--- config.mk ---
export PLATFORM = sky130hd
export DESIGN_NAME = muldiv_unit_flat
export DESIGN_NICKNAME = d
export VERILOG_FILES = /design/src/rtl/rv32m_pkg.sv /design/src/rtl/muldiv_unit_if.sv /design/src/rtl/muldiv_step.sv /design/src/rtl/muldiv_unit.sv /design/src/flat_wrapper.sv
export SDC_FILE = /design/constraint.sdc
export NUM_CORES = 1
export LEC_CHECK = 0
export ABC_AREA = 1
export BUFFER_PORTS_ARGS = -buffer_cell sky130_fd_sc_hd__clkbuf_2
export CAP_MARGIN = 10
export CORE_ASPECT_RATIO = 1.1
export CORE_MARGIN = 4
export CORE_UTILIZATION = 35
export CTS_CLUSTER_DIAMETER = 40
export DETAILED_ROUTE_END_ITERATION = 12
export HOLD_SLACK_MARGIN = 0.03
export PLACE_DENSITY_LB_ADDON = 0.12
export SYNTH_ARGS = -nofsm -noshare
export SYNTH_HDL_FRONTEND = slang
export SYNTH_SLANG_ARGS = --single-unit
--- constraint.sdc ---
create_clock -name clk -period 3.84 [get_ports clk]
set_input_delay 0.384 -clock clk [delete_from_list [all_inputs] [get_ports clk]]
set_output_delay 0.384 -clock clk [all_outputs]
set_load 0.005 [all_outputs]
--- src/rtl/rv32m_pkg.sv ---
// rtl/rv32m_pkg.sv - shared RV32M constants, funct3 codes and FSM state encoding
package rv32m_pkg;

  localparam int XLEN = 32;

  localparam logic [2:0] F3_MUL    = 3'd0;
  localparam logic [2:0] F3_MULH   = 3'd1;
  localparam logic [2:0] F3_MULHSU = 3'd2;
  localparam logic [2:0] F3_MULHU  = 3'd3;
  localparam logic [2:0] F3_DIV    = 3'd4;
  localparam logic [2:0] F3_DIVU   = 3'd5;
  localparam logic [2:0] F3_REM    = 3'd6;
  localparam logic [2:0] F3_REMU   = 3'd7;

  typedef enum logic [1:0] {
    S_IDLE = 2'd0,
    S_CALC = 2'd1,
    S_FIX  = 2'd2
  } state_e;

endpackage

--- src/rtl/muldiv_unit_if.sv ---
// rtl/muldiv_unit_if.sv - start/busy/done request bus between execute stage and muldiv_unit
interface muldiv_unit_if;
  import rv32m_pkg::*;

  logic            Start;
  logic            Kill;
  logic [2:0]      Funct3;
  logic [XLEN-1:0] A;
  logic [XLEN-1:0] B;
  logic            Busy;
  logic            Done;
  logic [XLEN-1:0] Result;

  modport master (output Start, Kill, Funct3, A, B, input Busy, Done, Result);
  modport slave  (input Start, Kill, Funct3, A, B, output Busy, Done, Result);

endinterface

--- src/rtl/muldiv_step.sv ---
// rtl/muldiv_step.sv - one iteration of shift-add multiply or restoring divide
module muldiv_step #(
  parameter int XLEN = 32
) (
  input  logic              is_div_i,
  input  logic [2*XLEN-1:0] acc_i,
  input  logic [XLEN-1:0]   opb_i,
  output logic [2*XLEN-1:0] acc_o
);

  logic [XLEN:0] mul_sum;
  logic [XLEN:0] div_diff;
  logic          div_ge;

  // Multiply: acc = {partial_hi, remaining multiplier bits}
  assign mul_sum = acc_i[0] ? ({1'b0, acc_i[2*XLEN-1:XLEN]} + {1'b0, opb_i})
                            : {1'b0, acc_i[2*XLEN-1:XLEN]};

  // Divide: acc = {remainder, quotient}; a set top bit means the shifted remainder
  // already exceeds any 32-bit divisor, so the trial subtract cannot borrow.
  assign div_diff = {1'b0, acc_i[2*XLEN-2:XLEN-1]} - {1'b0, opb_i};
  assign div_ge   = acc_i[2*XLEN-1] | ~div_diff[XLEN];

  always_comb begin
    acc_o = '0;
    if (is_div_i) begin
      if (div_ge) acc_o = {div_diff[XLEN-1:0], acc_i[XLEN-2:0], 1'b1};
      else        acc_o = {acc_i[2*XLEN-2:0], 1'b0};
    end else begin
      acc_o = {mul_sum, acc_i[XLEN-1:1]};
    end
  end

endmodule

--- src/rtl/muldiv_unit.sv ---
// rtl/muldiv_unit.sv - iterative RV32M multiply/divide unit with start/busy/done handshake
module muldiv_unit #(
  parameter int XLEN = 32
) (
  input logic          clk,
  input logic          reset,
  muldiv_unit_if.slave bus
);
  import rv32m_pkg::*;

  state_e            state_q, state_d;
  logic [4:0]        cnt_q, cnt_d;
  logic [2*XLEN-1:0] acc_q, acc_d;
  logic [XLEN-1:0]   opb_q, opb_d;
  logic [2:0]        f3_q, f3_d;
  logic              neg_q, neg_d;
  logic              rneg_q, rneg_d;
  logic              spec_q, spec_d;
  logic [XLEN-1:0]   res_q, res_d;
  logic              done_q, done_d;
  logic [2*XLEN-1:0] step_acc;

  logic            a_signed, b_signed, a_neg, b_neg;
  logic [XLEN-1:0] mag_a, mag_b;
  logic            b_zero, div_ovf, special;
  logic [XLEN-1:0] spec_val;

  logic [2*XLEN-1:0] prod;
  logic [XLEN-1:0]   quo, rem, fix_val;

  muldiv_step #(.XLEN(XLEN)) u_step (
    .is_div_i (f3_q[2]),
    .acc_i    (acc_q),
    .opb_i    (opb_q),
    .acc_o    (step_acc)
  );

  assign a_signed = (bus.Funct3 == F3_MULH) || (bus.Funct3 == F3_MULHSU) ||
                    (bus.Funct3 == F3_DIV)  || (bus.Funct3 == F3_REM);
  assign b_signed = (bus.Funct3 == F3_MULH) || (bus.Funct3 == F3_DIV) ||
                    (bus.Funct3 == F3_REM);
  assign a_neg = a_signed & bus.A[XLEN-1];
  assign b_neg = b_signed & bus.B[XLEN-1];
  assign mag_a = a_neg ? (~bus.A + 1'b1) : bus.A;
  assign mag_b = b_neg ? (~bus.B + 1'b1) : bus.B;

  assign b_zero  = (bus.B == '0);
  assign div_ovf = ((bus.Funct3 == F3_DIV) || (bus.Funct3 == F3_REM)) &&
                   (bus.A == {1'b1, {(XLEN-1){1'b0}}}) && (bus.B == '1);
  assign special = bus.Funct3[2] & (b_zero | div_ovf);
  // funct3[1] separates REM/REMU from DIV/DIVU
  assign spec_val = b_zero ? (bus.Funct3[1] ? bus.A : '1)
                           : (bus.Funct3[1] ? '0 : {1'b1, {(XLEN-1){1'b0}}});

  assign prod = neg_q  ? (~acc_q + 1'b1) : acc_q;
  assign quo  = neg_q  ? (~acc_q[XLEN-1:0] + 1'b1) : acc_q[XLEN-1:0];
  assign rem  = rneg_q ? (~acc_q[2*XLEN-1:XLEN] + 1'b1) : acc_q[2*XLEN-1:XLEN];

  always_comb begin
    fix_val = '0;
    if (spec_q)             fix_val = acc_q[XLEN-1:0];
    else if (f3_q[2])       fix_val = f3_q[1] ? rem : quo;
    else if (f3_q == F3_MUL) fix_val = prod[XLEN-1:0];
    else                    fix_val = prod[2*XLEN-1:XLEN];
  end

  always_comb begin
    state_d = state_q;
    cnt_d   = cnt_q;
    acc_d   = acc_q;
    opb_d   = opb_q;
    f3_d    = f3_q;
    neg_d   = neg_q;
    rneg_d  = rneg_q;
    spec_d  = spec_q;
    res_d   = res_q;
    done_d  = 1'b0;
    if (bus.Kill) begin
      state_d = S_IDLE;
    end else begin
      unique case (state_q)
        S_IDLE: begin
          if (bus.Start) begin
            f3_d    = bus.Funct3;
            opb_d   = mag_b;
            neg_d   = a_neg ^ b_neg;
            rneg_d  = a_neg;
            spec_d  = special;
            cnt_d   = '0;
            // special cases park their answer in the low half for FIX to forward
            acc_d   = {{XLEN{1'b0}}, special ? spec_val : mag_a};
            state_d = special ? S_FIX : S_CALC;
          end
        end
        S_CALC: begin
          acc_d = step_acc;
          cnt_d = cnt_q + 5'd1;
          if (cnt_q == 5'd31) state_d = S_FIX;
        end
        S_FIX: begin
          res_d   = fix_val;
          done_d  = 1'b1;
          state_d = S_IDLE;
        end
        default: state_d = S_IDLE;
      endcase
    end
  end

  always_ff @(posedge clk) begin
    if (reset) begin
      state_q <= S_IDLE;
      cnt_q   <= '0;
      acc_q   <= '0;
      opb_q   <= '0;
      f3_q    <= '0;
      neg_q   <= 1'b0;
      rneg_q  <= 1'b0;
      spec_q  <= 1'b0;
      res_q   <= '0;
      done_q  <= 1'b0;
    end else begin
      state_q <= state_d;
      cnt_q   <= cnt_d;
      acc_q   <= acc_d;
      opb_q   <= opb_d;
      f3_q    <= f3_d;
      neg_q   <= neg_d;
      rneg_q  <= rneg_d;
      spec_q  <= spec_d;
      res_q   <= res_d;
      done_q  <= done_d;
    end
  end

  assign bus.Busy   = (state_q != S_IDLE);
  assign bus.Done   = done_q;
  assign bus.Result = res_q;

endmodule

--- src/flat_wrapper.sv ---
// flat-port wrapper written by rule: the top's interface ports become plain ports
module muldiv_unit_flat import rv32m_pkg::*;
#(
  parameter int XLEN = 32
)
  (clk, reset, bus_Start, bus_Kill, bus_Funct3, bus_A, bus_B, bus_Busy, bus_Done, bus_Result);
  muldiv_unit_if bus_i ();
  input logic clk;
  input logic reset;
  input wire logic [$bits(bus_i.Start)-1:0] bus_Start;
  input wire logic [$bits(bus_i.Kill)-1:0] bus_Kill;
  input wire logic [$bits(bus_i.Funct3)-1:0] bus_Funct3;
  input wire logic [$bits(bus_i.A)-1:0] bus_A;
  input wire logic [$bits(bus_i.B)-1:0] bus_B;
  output wire logic [$bits(bus_i.Busy)-1:0] bus_Busy;
  output wire logic [$bits(bus_i.Done)-1:0] bus_Done;
  output wire logic [$bits(bus_i.Result)-1:0] bus_Result;
  assign bus_i.Start = bus_Start;
  assign bus_i.Kill = bus_Kill;
  assign bus_i.Funct3 = bus_Funct3;
  assign bus_i.A = bus_A;
  assign bus_i.B = bus_B;
  assign bus_Busy = bus_i.Busy;
  assign bus_Done = bus_i.Done;
  assign bus_Result = bus_i.Result;
  muldiv_unit #(.XLEN(XLEN)) u_core (.clk(clk), .reset(reset), .bus(bus_i));
endmodule
== Word level (Yosys, flattened, before mapping) ==
Index checks and enable logic that the tools add are counted.

* Muxes and demuxes: 25
* Equal/unequal tests: 11
* Add/sub/neg operators: 8
* Bitwise logic cells: 13
* Reduce and logical (&&, ||, !) cells: 18

{| class="wikitable"
|+ Operators with widths
! cell !! number
|-
| $mux W32 || 12
|-
| $mux W64 || 4
|-
| $add A32 B1 Y32 const B || 4
|-
| $not A32 Y32 || 4
|-
| $pmux W64 S2 || 1
|-
| $add A64 B1 Y64 const B || 1
|-
| $eq A32 B32 Y1 const B || 2
|-
| $not A64 Y64 || 1
|-
| $add A32 B32 Y33 || 1
|-
| $mux W33 || 1
|-
| $sub A32 B32 Y33 || 1
|-
| $logic_not A32 Y1 || 1
|-
| $pmux W5 S2 || 1
|-
| $eq A3 B3 Y1 const B || 2
|-
| $logic_or A1 B1 Y1 || 6
|-
| $mux W2 || 3
|-
| $reduce_and A3 Y1 || 2
|-
| $add A5 B1 Y5 const B || 1
|-
| $eq A5 B5 Y1 const B || 1
|-
| $mux W5 || 1
|-
| $pmux W2 S2 || 1
|-
| $reduce_and A2 Y1 || 2
|-
| $reduce_bool A2 Y1 || 2
|-
| $and A1 B1 Y1 || 3
|-
| other kinds (14) || 17
|}

* Input bits: 71
* Bits in registers: 142

== Logic depth before layout (Yosys ltp) ==
* Depth after elaboration: 9
* Gate-level depth with buffers: 18
* Depth with buffers taken out: 17

== Hierarchy ==
A second synthesis with hierarchy kept.

* Cell total of the unflattened synthesis: 3544
* Area, all modules: 18612.9 µm²

{| class="wikitable"
|+ Modules (own cells, without submodules)
! module !! cells an instance !! area each (µm²) !! seq. area each (µm²) !! instances
|-
| muldiv_unit || 2214 || 12253.0 || 2842.7 || 1
|-
| muldiv_step || 1330 || 6359.8 || 0.0 || 1
|}

== Worst setup path before layout ==
Ideal clock, no wire load.

* Path type: reg2reg
* Start: register u_core.acc_q[32]
* End: register u_core.acc_q[46]
* Library setup time: 132 ps
* Slack: 1372 ps
* Clock period less this slack: 2468 ps
* Data arrival time: 2335 ps
* Stages on the path, launching flop included: 18
* Path through: dfxtp_1 > clkbuf_1 > inv_1 > fa_1 > inv_1 > nand2_1 > nand2_1 > nand3_1 > nand2_1 > nand2_1 > nand2_2 > nand3_4 > nand2_4 > buf_8 > buf_8 > nand4_2 > nand3_1 > a21oi_1

* Cells in the longest elaborated chain, start to end: 6
* Elaborated cells on any way between the ends: 8

{| class="wikitable"
|+ Ends and longest elaborated chain
! element !! line !! text
|-
| start: declaration || muldiv_unit.sv:13 || <nowiki>logic [2*XLEN-1:0] acc_q, acc_d;</nowiki>
|-
| start signal: assignment || muldiv_unit.sv:114 || <nowiki>acc_q <= '0;</nowiki>
|-
| start signal: assignment || muldiv_unit.sv:125 || <nowiki>acc_q <= acc_d;</nowiki>
|-
| $sub A32 B32 Y33 || muldiv_step.sv:21 || <nowiki>assign div_diff = {1'b0, acc_i[2*XLEN-2:XLEN-1]} - {1'b0, opb_i};</nowiki>
|-
| $not A1 Y1 || muldiv_step.sv:22 || <nowiki>assign div_ge = acc_i[2*XLEN-1] | ~div_diff[XLEN];</nowiki>
|-
| $or A1 B1 Y1 || muldiv_step.sv:22 ||
|-
| $mux W64 || muldiv_step.sv:27 || <nowiki>if (div_ge) acc_o = {div_diff[XLEN-1:0], acc_i[XLEN-2:0], 1'b1};</nowiki>
|-
| $mux W64 * || muldiv_step.sv:26 || <nowiki>if (is_div_i) begin</nowiki>
|-
| $pmux W64 S2 * || muldiv_unit.sv:81 || <nowiki>unique case (state_q)</nowiki>
|}

Mark *: on every way between the ends. The rest lies on a longest branch, timed or not.
A chain may end at the register's enable or synchronous reset.

== Final worst setup path ==
* Start: register u_core.acc_q[31]
* End: register u_core.acc_q[55]

* Cells in the longest elaborated chain, start to end: 6

{| class="wikitable"
|+ Ends and longest elaborated chain
! element !! line
|-
| $sub A32 B32 Y33 * || muldiv_step.sv:21
|-
| $not A1 Y1 || muldiv_step.sv:22
|-
| $or A1 B1 Y1 || muldiv_step.sv:22
|-
| $mux W64 * || muldiv_step.sv:27
|-
| $mux W64 * || muldiv_step.sv:26
|-
| $pmux W64 S2 * || muldiv_unit.sv:81
|}

Marks and branches as above.

==> impl_results.md <==
* Total Neg Setup Slack at 0 ns
* Net Count, Synth at 3602
* Final GP Congestion at 0.980
* Post-Syn Instances at 3458
* Worst endpoint required time at 4.18 ns
* Final period demand of the worst path at 3.26 ns
* Most frequent cells after synthesis: 1186 x nand2_1, 431 x inv_1, 363 x nand3_1
* Kind of cell with the highest combined delay on the critical path: simple AND/OR/NAND/NOR gates
* Distinct cell type count of the synthesized netlist at 54
* Number of DRC violations after detailed-routing iteration 0 at 2170
* Post-cts hold buffer count at 0
* Clock-pin slew on the worst setup and hold paths at 0.07 ns
* Endpoint type of the worst setup path: flop
* Overflow after GRT at 0
* Biggest area contributors in the synthesized netlist: nand2_1 24%, dfxtp_1 16%, nand3_1 10%
* H-Tree Depth at 4
* Crit path top cell by count: nand2_1
* Largest fanout on the critical path at 40
* Fraction of final layout cells sized beyond drive strength 1 at 7.84%
* Non-filler instance count after layout at 4162
* Mean cell area of the mapped netlist at 5.28 sq um
* Ratio of routed vias to standard cells at 5.35
* Area share of the leading cell type in the synthesized netlist at 24.4%
* Result of the run: complete, no violations
* Leakage component of the power at 10.3 nW
* RSZ-0062 raised after global routing: no
* Routed len/inst at 19.8 microns
* Half-perimeter wire length after detailed placement at 65.1 mm
* Total via count in the routed design at 22263
* Critical-path cell with the highest stage delay: nand2_4
* DRT Wirelength at 82.6 mm
* Clock buffers created by TritonCTS at 17
* Clock tree from TritonCTS: built
* Max-cap violation count at 0
* Peak supply drop at 0.000335 V
* Synth Flop Type: dfxtp_1
* Worst path buffer plus inverter count at 3
* Number of failing setup endpoints in the final timing report at 0
* Cells traversed along the worst timing path: inv_1 > ha_1 > fa_1 > inv_1 > nand2_1 > nand2_1 > nand3_1 > nand2_1 > nand2_1 > nand2_2 > nand3_4 > nand2_4 > inv_2 > nand2_1 > nand3_1 > nand2_1 > a21oi_1
* Total power draw at 5.56 mW
* Buffer count from post-CTS setup fixing at 0
* Classification of the worst setup path: flop to flop
* Detailed-route DRC error count at 0
* Source-to-sink clock delay at the later pin of the worst-skew pair at 0.50 ns
* First-pass GRT wire length at 125 mm
* Layout Skew at 0.0142 ns
* Post-synth ARST share at 0%
* Remaining max-slew budget at the tightest pin at 30.5%
* Via count of the first global-routing pass at 20560
* Starting density of the core at 35.5%
* Final-stage net count at 3625
* Arrival time at the worst endpoint at 3.60 ns
* Number of cell rows at 87
* Antenna violations before repair at 0
* Overall die area at 55800 sq um
* Number of instances resized during post-cts repair at 0
* Critical path startpoint category: flop
* Largest stage delay on the critical path at 0.50 ns
* Largest area contributor in the synthesized netlist: nand2_1
* P per Cell Area at 278 nW/um^2
* Post-synthesis instance area at 18200 sq um
* Antenna viol nets, final at 0
* X dimension of the die at 226 microns
* Peak clock frequency supported by timing at 307 MHz
* Yosys reg bits at 142
* Clock Sinks at 142
* Largest net degree at the start of global routing at 106
* Seq/Total Area, Yosys at 15.6%
* Drt first pass iters at 8
* Number of synthesized flops with an enable pin at 0
* Hold violation count in the final report at 0
* Period utilisation layout at 84.8%
* Yosys synthesis warning count at 0
* Most frequent cell after synthesis: nand2_1
* Top-Level Pins at 105
* Signed area change from the synthesized netlist to the final layout at 9.47%
* Clock Tree Buf Depth at 2
* Total placed cells including tap cells at 4129
* Die height at 247 microns
* Clk Tree Root Cell: clkbuf_16
* Worst min-delay path class: input port to flop
* Max-slew violation count at 0
* Core Box Area at 51400 sq um
* Worst Tran Pin Value at 1.04 ns
* Global router's overall resource usage at 28.9%
* Port Buf Inserts at 104
[placed cells by master, fill, tap and decap left out, types with 9 or more instances in the layout]
cell type  count
ha_1          71
a21oi_1      311
buf_4         52
o21ai_0      166
a21oi_2       10
nand3_1      363
nand2_1     1186
inv_2         18
clkbuf_16     17
or2_2          9
o21ai_1       12
nand3b_1      14
nand2_2       11
nor2_1       311
o221ai_1       9
inv_1        430
nor3_1        31
o21bai_1      11
o211ai_1      22
xor2_1        78
dfxtp_1      140
nand4_1       24
clkbuf_2     103
nor2_2        12
[logic make-up (layout without fill, tap and decap cells)]
group                    Yosys count  after routing  synth area share, %
AO/OA/AOI/OAI                    554            554                 16.3
adder cells (fa/ha/maj)           73             73                 5.09
XOR/XNOR                          86             86                 4.13
buffers and inverters            608            644                 13.0
other                              0              1                    0
AND/OR/NAND/NOR                 1995           1995                 45.9
flip-flops                       142            142                 15.6
[worst reg2reg max path: stages, from the launching register on]
cell and delay, ns:
dfxtp_1 0.43, inv_1 0.12, ha_1 0.22, fa_1 0.36, inv_1 0.12, nand2_1 0.08, nand2_1 0.08, nand3_1 0.06
nand2_1 0.18, nand2_1 0.10, nand2_2 0.12, nand3_4 0.15, nand2_4 0.50, inv_2 0.26, nand2_1 0.11, nand3_1 0.08
nand2_1 0.08, a21oi_1 0.06
[cell type report]
class | instances | area (sq um)
antenna | 1 | 2.50
clock buffer | 17 | 425
clock inverter | 15 | 173
fill | 6017 | 31400
inverter | 455 | 1710
multi-input combinational | 2708 | 13000
sequential | 142 | 2850
tap | 667 | 835
timing repair buffer | 157 | 946
[per-layer routing]
layer | track usage, % | vias to the layer above | share of wire [%] | routed length (microns)
li1 | - | 11091 | - | -
met1 | 37.7 | 10146 | 42 | 35100
met2 | 48.3 | 864 | 46 | 38300
met3 | 4.40 | 162 | 6.9 | 5740
met4 | 10.9 | 0 | 4.1 | 3390
met5 | 0 | - | 0 | 0
[state kept, by name, indices dropped and copies added (netlist names), 2 cells and up]
name and count:
u_core.f3_q 3, u_core.cnt_q 5, u_core.bus.Result 32, u_core.state_q 2
u_core.acc_q 64, u_core.opb_q 32
[stage by stage]
| stage | setup WS (ns) | util (%) | area [sq um] | hold WS [ns] |
|---|---|---|---|---|
| 2_1_floorplan | 1.37 | - | 18200 | 0.445 |
| 3_3_place_gp | 0.737 | 37.7 | 19400 | 0.457 |
| 4_1_cts | 0.630 | 38.9 | 20000 | 0.189 |
| 3_5_place_dp | 0.647 | 37.7 | 19400 | 0.459 |
| 6_report | 0.583 | 38.9 | 20000 | 0.206 |
| 5_1_grt | 0.223 | 38.9 | 20000 | 0.220 |
[worst paths after layout]
kind / slack, ns / to / cells past startpoint / startpoint
hold reg to reg: 0.47 / u_core.bus.Result[2] / 2 / u_core.bus.Result[2]
setup reg to reg: 0.58 / u_core.acc_q[55] / 17 / u_core.acc_q[31]
setup / recovery: 0.58 / u_core.acc_q[55] / 17 / u_core.acc_q[31]
hold / removal: 0.21 / u_core.state_q[0] / 3 / bus_Start
[where the power goes]
part	switching [mW]	internal, mW	leakage (nW)	total [mW]
Sequential	0.103	1.54	1.16	1.64
Clock	0.814	0.974	0.292	1.79
Combinational	1.51	0.615	8.81	2.13
Note: power is estimated with default switching activity, not from simulation.
